--- config.mk ---
export PLATFORM = sky130hd
export DESIGN_NAME = sdp_mrdma_ig_req_gen
export DESIGN_NICKNAME = d
export VERILOG_FILES = /design/src/rtl/sdp_mrdma_ig_req_gen_pkg.sv /design/src/rtl/sdp_mrdma_ig_req_gen.sv
export SDC_FILE = /design/constraint.sdc
export NUM_CORES = 1
export LEC_CHECK = 0
export ABC_AREA = 1
export ABC_CLOCK_PERIOD_IN_PS = 13400
export CELL_PAD_IN_SITES_DETAIL_PLACEMENT = 0
export CELL_PAD_IN_SITES_GLOBAL_PLACEMENT = 1
export CORE_MARGIN = 3
export CORE_UTILIZATION = 45
export DETAILED_ROUTE_END_ITERATION = 7
export HOLD_SLACK_MARGIN = 0.12
export PLACE_DENSITY_LB_ADDON = 0.1
export SLEW_MARGIN = 0
export SYNTH_ARGS = -nofsm -noshare
export SYNTH_HDL_FRONTEND = slang
export SYNTH_SLANG_ARGS = --single-unit
--- constraint.sdc ---
create_clock -name nvdla_core_clk -period 13.4 [get_ports nvdla_core_clk]
set_input_delay 2.68 -clock nvdla_core_clk [delete_from_list [all_inputs] [get_ports nvdla_core_clk]]
set_output_delay 2.68 -clock nvdla_core_clk [all_outputs]
set_load 0.01 [all_outputs]
--- src/rtl/sdp_mrdma_ig_req_gen_pkg.sv ---
// ---------------------------------------------------------------------------
// sdp_mrdma_ig_req_gen_pkg
// Shared SDP MRDMA definitions: atom geometry, default request grouping,
// read-request payload field offsets, request-generator state encoding and
// the chunk-size helper used to split a line into aligned read requests.
// ---------------------------------------------------------------------------
package sdp_mrdma_ig_req_gen_pkg;

    // One atom is 32 bytes; request addresses are atom aligned.
    localparam int unsigned ATOM_BYTES        = 32;
    localparam int unsigned ATOM_SHIFT        = 5;
    localparam int unsigned MAX_ATOMS_DEFAULT = 8;

    // rd_req_pd layout: {size[14:0], addr[63:0]}
    localparam int unsigned PD_ADDR_LSB = 0;
    localparam int unsigned PD_ADDR_MSB = 63;
    localparam int unsigned PD_SIZE_LSB = 64;
    localparam int unsigned PD_SIZE_MSB = 78;
    localparam int unsigned PD_WIDTH    = 79;

    typedef enum logic [1:0] {
        ST_IDLE = 2'd0,
        ST_REQ  = 2'd1,
        ST_DONE = 2'd2
    } mrdma_ig_state_e;

    // Atoms in the next request: the remaining atoms of the line, clipped so
    // the request stops at the next max_atoms-aligned atom boundary.
    // atom_lsb carries address bits [18:5]; max_atoms is a power of 2.
    function automatic logic [13:0] calc_chunk(
        input logic [13:0] atoms_left,
        input logic [13:0] atom_lsb,
        input logic [13:0] max_atoms
    );
        logic [13:0] offset;
        logic [13:0] room;
        offset = atom_lsb & (max_atoms - 14'd1);
        room   = max_atoms - offset;
        calc_chunk = (atoms_left < room) ? atoms_left : room;
    endfunction

endpackage

--- src/rtl/sdp_mrdma_ig_req_gen.sv ---
// ---------------------------------------------------------------------------
// sdp_mrdma_ig_req_gen
// Walks a 2-D surface (height+1 lines of width+1 atoms, lines cfg_line_stride
// bytes apart) and emits atom-aligned read requests that never cross a
// MAX_ATOMS-atom aligned boundary.
//
// Ports
//   nvdla_core_clk / nvdla_core_rstn : clock, async active-low reset
//   op_load          : start pulse, sampled in IDLE only
//   cfg_base_addr    : surface base byte address (bits[4:0] = 0)
//   cfg_width        : atoms per line minus 1
//   cfg_height       : lines minus 1
//   cfg_line_stride  : bytes between line starts
//   rd_req_valid/ready/pd : request handshake, pd = {size-1, addr}
//   op_busy          : operation in progress (REQ and DONE)
//   op_done          : one-cycle completion pulse
// ---------------------------------------------------------------------------
module sdp_mrdma_ig_req_gen
    import sdp_mrdma_ig_req_gen_pkg::*;
#(
    parameter int unsigned MAX_ATOMS = MAX_ATOMS_DEFAULT
) (
    input  logic                 nvdla_core_clk,
    input  logic                 nvdla_core_rstn,
    input  logic                 op_load,
    input  logic [63:0]          cfg_base_addr,
    input  logic [12:0]          cfg_width,
    input  logic [12:0]          cfg_height,
    input  logic [31:0]          cfg_line_stride,
    output logic                 rd_req_valid,
    input  logic                 rd_req_ready,
    output logic [PD_WIDTH-1:0]  rd_req_pd,
    output logic                 op_busy,
    output logic                 op_done
);

    localparam logic [13:0] MAX_ATOMS_W = 14'(MAX_ATOMS);

    mrdma_ig_state_e state_r;
    mrdma_ig_state_e state_s;

    logic [31:0]         stride_r;
    logic [13:0]         line_atoms_r;   // atoms per line (1..8192)
    logic [63:0]         line_addr_r;    // start of the current line
    logic [12:0]         lines_left_r;   // lines still to start after this one
    logic [63:0]         cur_addr_r;     // address of the next chunk in line
    logic [13:0]         remain_r;       // atoms left in line after current req
    logic                valid_r;
    logic [PD_WIDTH-1:0] pd_r;
    logic                busy_r;
    logic                done_r;

    logic                issue_s;        // load a new request into the output flops
    logic                xfer_s;
    logic [63:0]         req_addr_s;
    logic [13:0]         req_left_s;
    logic [63:0]         line_addr_s;
    logic [12:0]         lines_left_s;
    logic [13:0]         chunk_s;
    logic [14:0]         size_s;

    assign xfer_s = valid_r & rd_req_ready;

    // State register.
    always_ff @(posedge nvdla_core_clk or negedge nvdla_core_rstn) begin
        if (!nvdla_core_rstn) begin
            state_r <= ST_IDLE;
        end else begin
            state_r <= state_s;
        end
    end

    // Next state and selection of the next request to present.
    always_comb begin
        state_s      = state_r;
        issue_s      = 1'b0;
        req_addr_s   = cur_addr_r;
        req_left_s   = remain_r;
        line_addr_s  = line_addr_r;
        lines_left_s = lines_left_r;
        case (state_r)
            ST_IDLE: begin
                if (op_load) begin
                    state_s      = ST_REQ;
                    issue_s      = 1'b1;
                    req_addr_s   = cfg_base_addr;
                    req_left_s   = {1'b0, cfg_width} + 14'd1;
                    line_addr_s  = cfg_base_addr;
                    lines_left_s = cfg_height;
                end else begin
                    state_s = ST_IDLE;
                end
            end
            ST_REQ: begin
                if (xfer_s) begin
                    if (remain_r != 14'd0) begin
                        issue_s = 1'b1;
                    end else if (lines_left_r != 13'd0) begin
                        issue_s      = 1'b1;
                        line_addr_s  = line_addr_r + {32'd0, stride_r};
                        req_addr_s   = line_addr_s;
                        req_left_s   = line_atoms_r;
                        lines_left_s = lines_left_r - 13'd1;
                    end else begin
                        state_s = ST_DONE;
                    end
                end else begin
                    state_s = ST_REQ;
                end
            end
            ST_DONE: begin
                state_s = ST_IDLE;
            end
            default: begin
                state_s = ST_IDLE;
            end
        endcase
    end

    assign chunk_s = calc_chunk(req_left_s, req_addr_s[18:5], MAX_ATOMS_W);
    assign size_s  = {1'b0, chunk_s} - 15'd1;

    // Captured configuration and walk counters.
    always_ff @(posedge nvdla_core_clk or negedge nvdla_core_rstn) begin
        if (!nvdla_core_rstn) begin
            stride_r     <= 32'd0;
            line_atoms_r <= 14'd0;
            line_addr_r  <= 64'd0;
            lines_left_r <= 13'd0;
            cur_addr_r   <= 64'd0;
            remain_r     <= 14'd0;
        end else begin
            if ((state_r == ST_IDLE) && op_load) begin
                stride_r     <= cfg_line_stride;
                line_atoms_r <= {1'b0, cfg_width} + 14'd1;
            end else begin
                stride_r     <= stride_r;
                line_atoms_r <= line_atoms_r;
            end
            line_addr_r  <= line_addr_s;
            lines_left_r <= lines_left_s;
            if (issue_s) begin
                cur_addr_r <= req_addr_s + {45'd0, chunk_s, 5'd0};
                remain_r   <= req_left_s - chunk_s;
            end else begin
                cur_addr_r <= cur_addr_r;
                remain_r   <= remain_r;
            end
        end
    end

    // Output request flops: pd only changes when a new request is issued,
    // which happens only in IDLE or on a transfer, so it is stable while stalled.
    always_ff @(posedge nvdla_core_clk or negedge nvdla_core_rstn) begin
        if (!nvdla_core_rstn) begin
            valid_r <= 1'b0;
            pd_r    <= {PD_WIDTH{1'b0}};
        end else if (issue_s) begin
            valid_r <= 1'b1;
            pd_r    <= {size_s, req_addr_s};
        end else if (xfer_s) begin
            valid_r <= 1'b0;
            pd_r    <= pd_r;
        end else begin
            valid_r <= valid_r;
            pd_r    <= pd_r;
        end
    end

    // Status flops aligned with the state register.
    always_ff @(posedge nvdla_core_clk or negedge nvdla_core_rstn) begin
        if (!nvdla_core_rstn) begin
            busy_r <= 1'b0;
            done_r <= 1'b0;
        end else begin
            busy_r <= (state_s != ST_IDLE);
            done_r <= (state_s == ST_DONE);
        end
    end

    assign rd_req_valid = valid_r;
    assign rd_req_pd    = pd_r;
    assign op_busy      = busy_r;
    assign op_done      = done_r;

endmodule

==> parameters.txt <==
Parameter                              Value

Timing
  Worst-case headroom to the max-slew limit ... about 30%
  Period minus WS final ... between 9000 and 10000 ps
  Final hold violation count ... 0
  Count of final max-slew check failures ... 0
  Min setup slack post-route ... ~4000 ps
  Fraction of the cycle the final worst path needs ... 70.3%
  Timing-limited maximum frequency ... 106 MHz
  Setup_tns ... 0 ps
  RSZ-0062 raised after global routing ... no
  Post-Route Skew ... about 18 ps
  Slew of the pin with the lowest slew margin ... approximately 1000 ps
  Final-report setup violation count ... 0

Global route
  Remaining Overflow, GRT ... 0
  Total GRT Usage ... approximately a third
  Pin count of the biggest net entering global routing ... 100
  Number of global-route vias before repair ... 20700
  Wire length of the first global-routing pass ... ~120 mm
  Initial antenna violation count ... 1

Clock tree
  Number of buffers inserted to repair setup after CTS ... 0
  CTS root buffer ... clkbuf_16
  Num CTS Buffers ... 36
  Number of sinks driven by the clock tree ... 280
  Clock network latency to the later pin of the worst-skew pair ... around 560 ps
  Clock-pin transition on the worst setup and hold timing paths ... about 60 ps
  H-tree levels ... 2
  Number of gates resized after CTS ... 0
  Clock tree from TritonCTS ... yes
  Number of hold-repair buffers added at the cts stage ... 0
  Largest buffer count on any clock path ... 3

Run
  Max Cap Viol ... 0

Placement
  Placed cell count ... just under 4000
  Final estimated routing congestion in global placement ... roughly 1
  Input/output buffers ... approximately 210
  Detailed placer's ending HPWL ... 62.5 mm
  Post-placement setup slack ... roughly 3500 ps

Power and ir drop
  Combinational fraction of design power ... 42.7%
  Switching part of the total power ... ~41%
  Sequential cell fraction of total power ... 31.7%
  Power density of the placed cells ... about 160 mW/mm2
  Total power draw ... between 3 and 4 mW
  Clock network fraction of total power ... between 20 and 30%
  Sw power ... between 1.5 and 2 mW
  Leak ... 12.1 nW
  Internal Power ... ~2.3 mW
  Highest ir drop seen on vdd ... approximately 150 uV

Finish
  Final cell utilization of the core ... between 50% and 60%
  Post-synthesis to final-layout area growth ... 17.8%
  Fraction of final layout cells with drive strength greater than 1 ... slightly above 4%
  Count of antenna diodes in the layout ... 0
  Multi-input logic area ... approximately 0.012 mm2
  Most common cell after layout, fill and taps aside ... nand2_1
  Post-layout nets ... roughly 3500
  Number of fillers in the final layout ... approximately 4500
  Non-filler cells, final ... approximately 4000
  Most used cells in the layout excluding fill and tap cells ... nand2_1 (1033), inv_1 (443), nor2_1 (279), dfrtp_1 (279), nand3_1 (238)
  Register cell area after layout ... between 0.007 and 0.008 mm2

Die
  Number of standard-cell rows in the floorplan ... just under 80
  Io pins ... 208
  Die Area ... roughly 0.049 mm2
  Width of the chip ... 221 um
  Height of the die ... between 200 and 250 um
  Core area ... approximately 0.045 mm2
  Starting utilization of the core area ... between 40% and 50%

Drt
  Aggregate routed wire length ... 81.6 mm
  Routed via count divided by cell count ... around 5.6
  Remaining antenna violation count ... 0
  Vias after detailed routing ... 22300
  Length of the first detailed-routing pass in iterations ... 6
  DRC violation count after routing ... 0
  Iteration-0 DRC Markers ... roughly 2600
  Average wire per standard cell ... between 20 and 25 um

Worst setup path
  Required time at the endpoint of the critical path ... approximately 14000 ps
  Critical path buffer and inverter count ... 6
  Kind of critical path ... in -> reg
  Worst Path Max Fanout ... between 40 and 50
  Crit-path max cell delay ... ~660 ps
  Startpoint type of the worst setup path ... input port
  Most frequent cell on the critical path ... nand3_1
  Sort of element at the end of the critical path ... flop
  Critical path arrival ... 9820 ps
  Top cell family by delay on the critical path ... simple AND/OR/NAND/NOR gates
  Critical-path cell with the highest stage delay ... nor2_8

Synth
  Seq/Total Area, Yosys ... approximately 34%
  Total standard cell area after synthesis ... roughly 0.021 mm2
  Number of flops mapped to enable cells by yosys ... 0
  Synth unique cells ... 58
  Seq cells post-synth ... between 200 and 300
  Count of yosys warnings during synthesis ... 0
  Avg Cell Area, Syn ... between 6 and 7 um2
  Async SR Flop Fraction ... between 90% and 100%
  Most instantiated flip-flop cell in the synthesis netlist ... dfrtp_1
  Instance count of the mapped netlist ... roughly 3200

Worst hold path
  Class of the tightest hold or removal check ... reg -> reg

Outcome
  Run status ... finished clean
worst paths after layout:
check,from,to,slack (ps),depth (start not counted)
max,rd_req_ready,cur_addr_r[41],3980,35
min,cur_addr_r[5],cur_addr_r[5],480,2
max reg2reg,state_r[1],cur_addr_r[41],5650,36
min reg2reg,cur_addr_r[5],cur_addr_r[5],480,2
max in group asynchronous,nvdla_core_rstn,rd_req_pd[48],9000,3
min in group asynchronous,nvdla_core_rstn,stride_r[12],2110,1
synthesized netlist by cell type, types with 8 or more instances:
| master | number | area (um2) |
|---|---|---|
| nand3_1 | 238 | 1190 |
| nor3_1 | 33 | 165 |
| buf_2 | 19 | 95.1 |
| buf_1 | 18 | 67.6 |
| o211ai_1 | 8 | 60.1 |
| a21oi_1 | 148 | 741 |
| nand2_1 | 1034 | 3880 |
| ha_1 | 57 | 713 |
| inv_1 | 444 | 1670 |
| nand4_1 | 58 | 363 |
| nor2_2 | 13 | 81.3 |
| o21ai_0 | 217 | 1090 |
| xnor2_1 | 18 | 158 |
| clkbuf_1 | 69 | 259 |
| nor2_1 | 281 | 1050 |
| a22oi_1 | 8 | 60.1 |
| o22ai_1 | 33 | 206 |
| inv_2 | 10 | 37.5 |
| xor2_1 | 35 | 307 |
| dfrtp_1 | 280 | 7010 |
| a221oi_1 | 49 | 429 |
| a21oi_2 | 11 | 96.3 |
| nand3b_1 | 13 | 97.6 |
metal layers:
metal / global-route usage, % / up-vias / wire (um)
met5: 0 / - / 0
met4: 10.1 / 0 / 2530
met3: 6.18 / 124 / 7400
met2: 49.9 / 969 / 35100
met1: 48.8 / 10600 / 36600
li1: - / 10600 / -
sequential cells by signal (all words and copies together) (netlist names), named ones only:
signal / count
cur_addr_r: 59
line_addr_r: 64
op_done: 1
rd_req_valid: 1
rd_req_pd: 74
lines_left_r: 13
remain_r: 14
op_busy: 1
line_atoms_r: 14
state_r: 2
stride_r: 32
layout make-up:
cell class,instances,area share [%]
Inverter,456,7.02
Clock buffer,51,4.30
Timing Repair Buffer,225,9.06
Sequential cell,280,28.7
Clock inverter,11,0.605
Tap cell,592,3.04
Multi-Input combinational cell,2351,47.3
per-stage QoR:
stage,cell area (um2),hold slack [ps]
after floorplan,20700,443
after global placement,23200,460
after detailed placement,23200,464
after CTS,24400,478
after global routing,24400,493
final,24400,479
power groups by stage:
stage	Sequential, mW	Clock, mW	Combinational [mW]
6_report	1.25	1.01	1.68
5_1_grt	1.27	1.05	1.87
4_1_cts	1.24	1.02	1.66
3_5_place_dp	1.25	0	1.65
3_3_place_gp	1.25	0	1.63
2_1_floorplan	1.24	0	1.01
worst register-to-register path: cells and delay by family, from the launching register on:
family          cells  cell delay, ps
compound gates      7            1390
buf+inv             8            2220
fa+ha+maj           4             820
flops               1             700
simple gates       16            2300
xor+xnor            1             160
cells by family after synthesis:
group | count (synthesis) | share of synthesized area, %
buf+inv | 573 | 10.8
other cells | 1 | 0.0181
xor+xnor | 53 | 2.24
compound gates | 518 | 14.6
fa+ha+maj | 60 | 3.73
simple gates | 1710 | 34.8
flops | 280 | 33.8
Note: power is estimated with default switching activity, not from simulation.
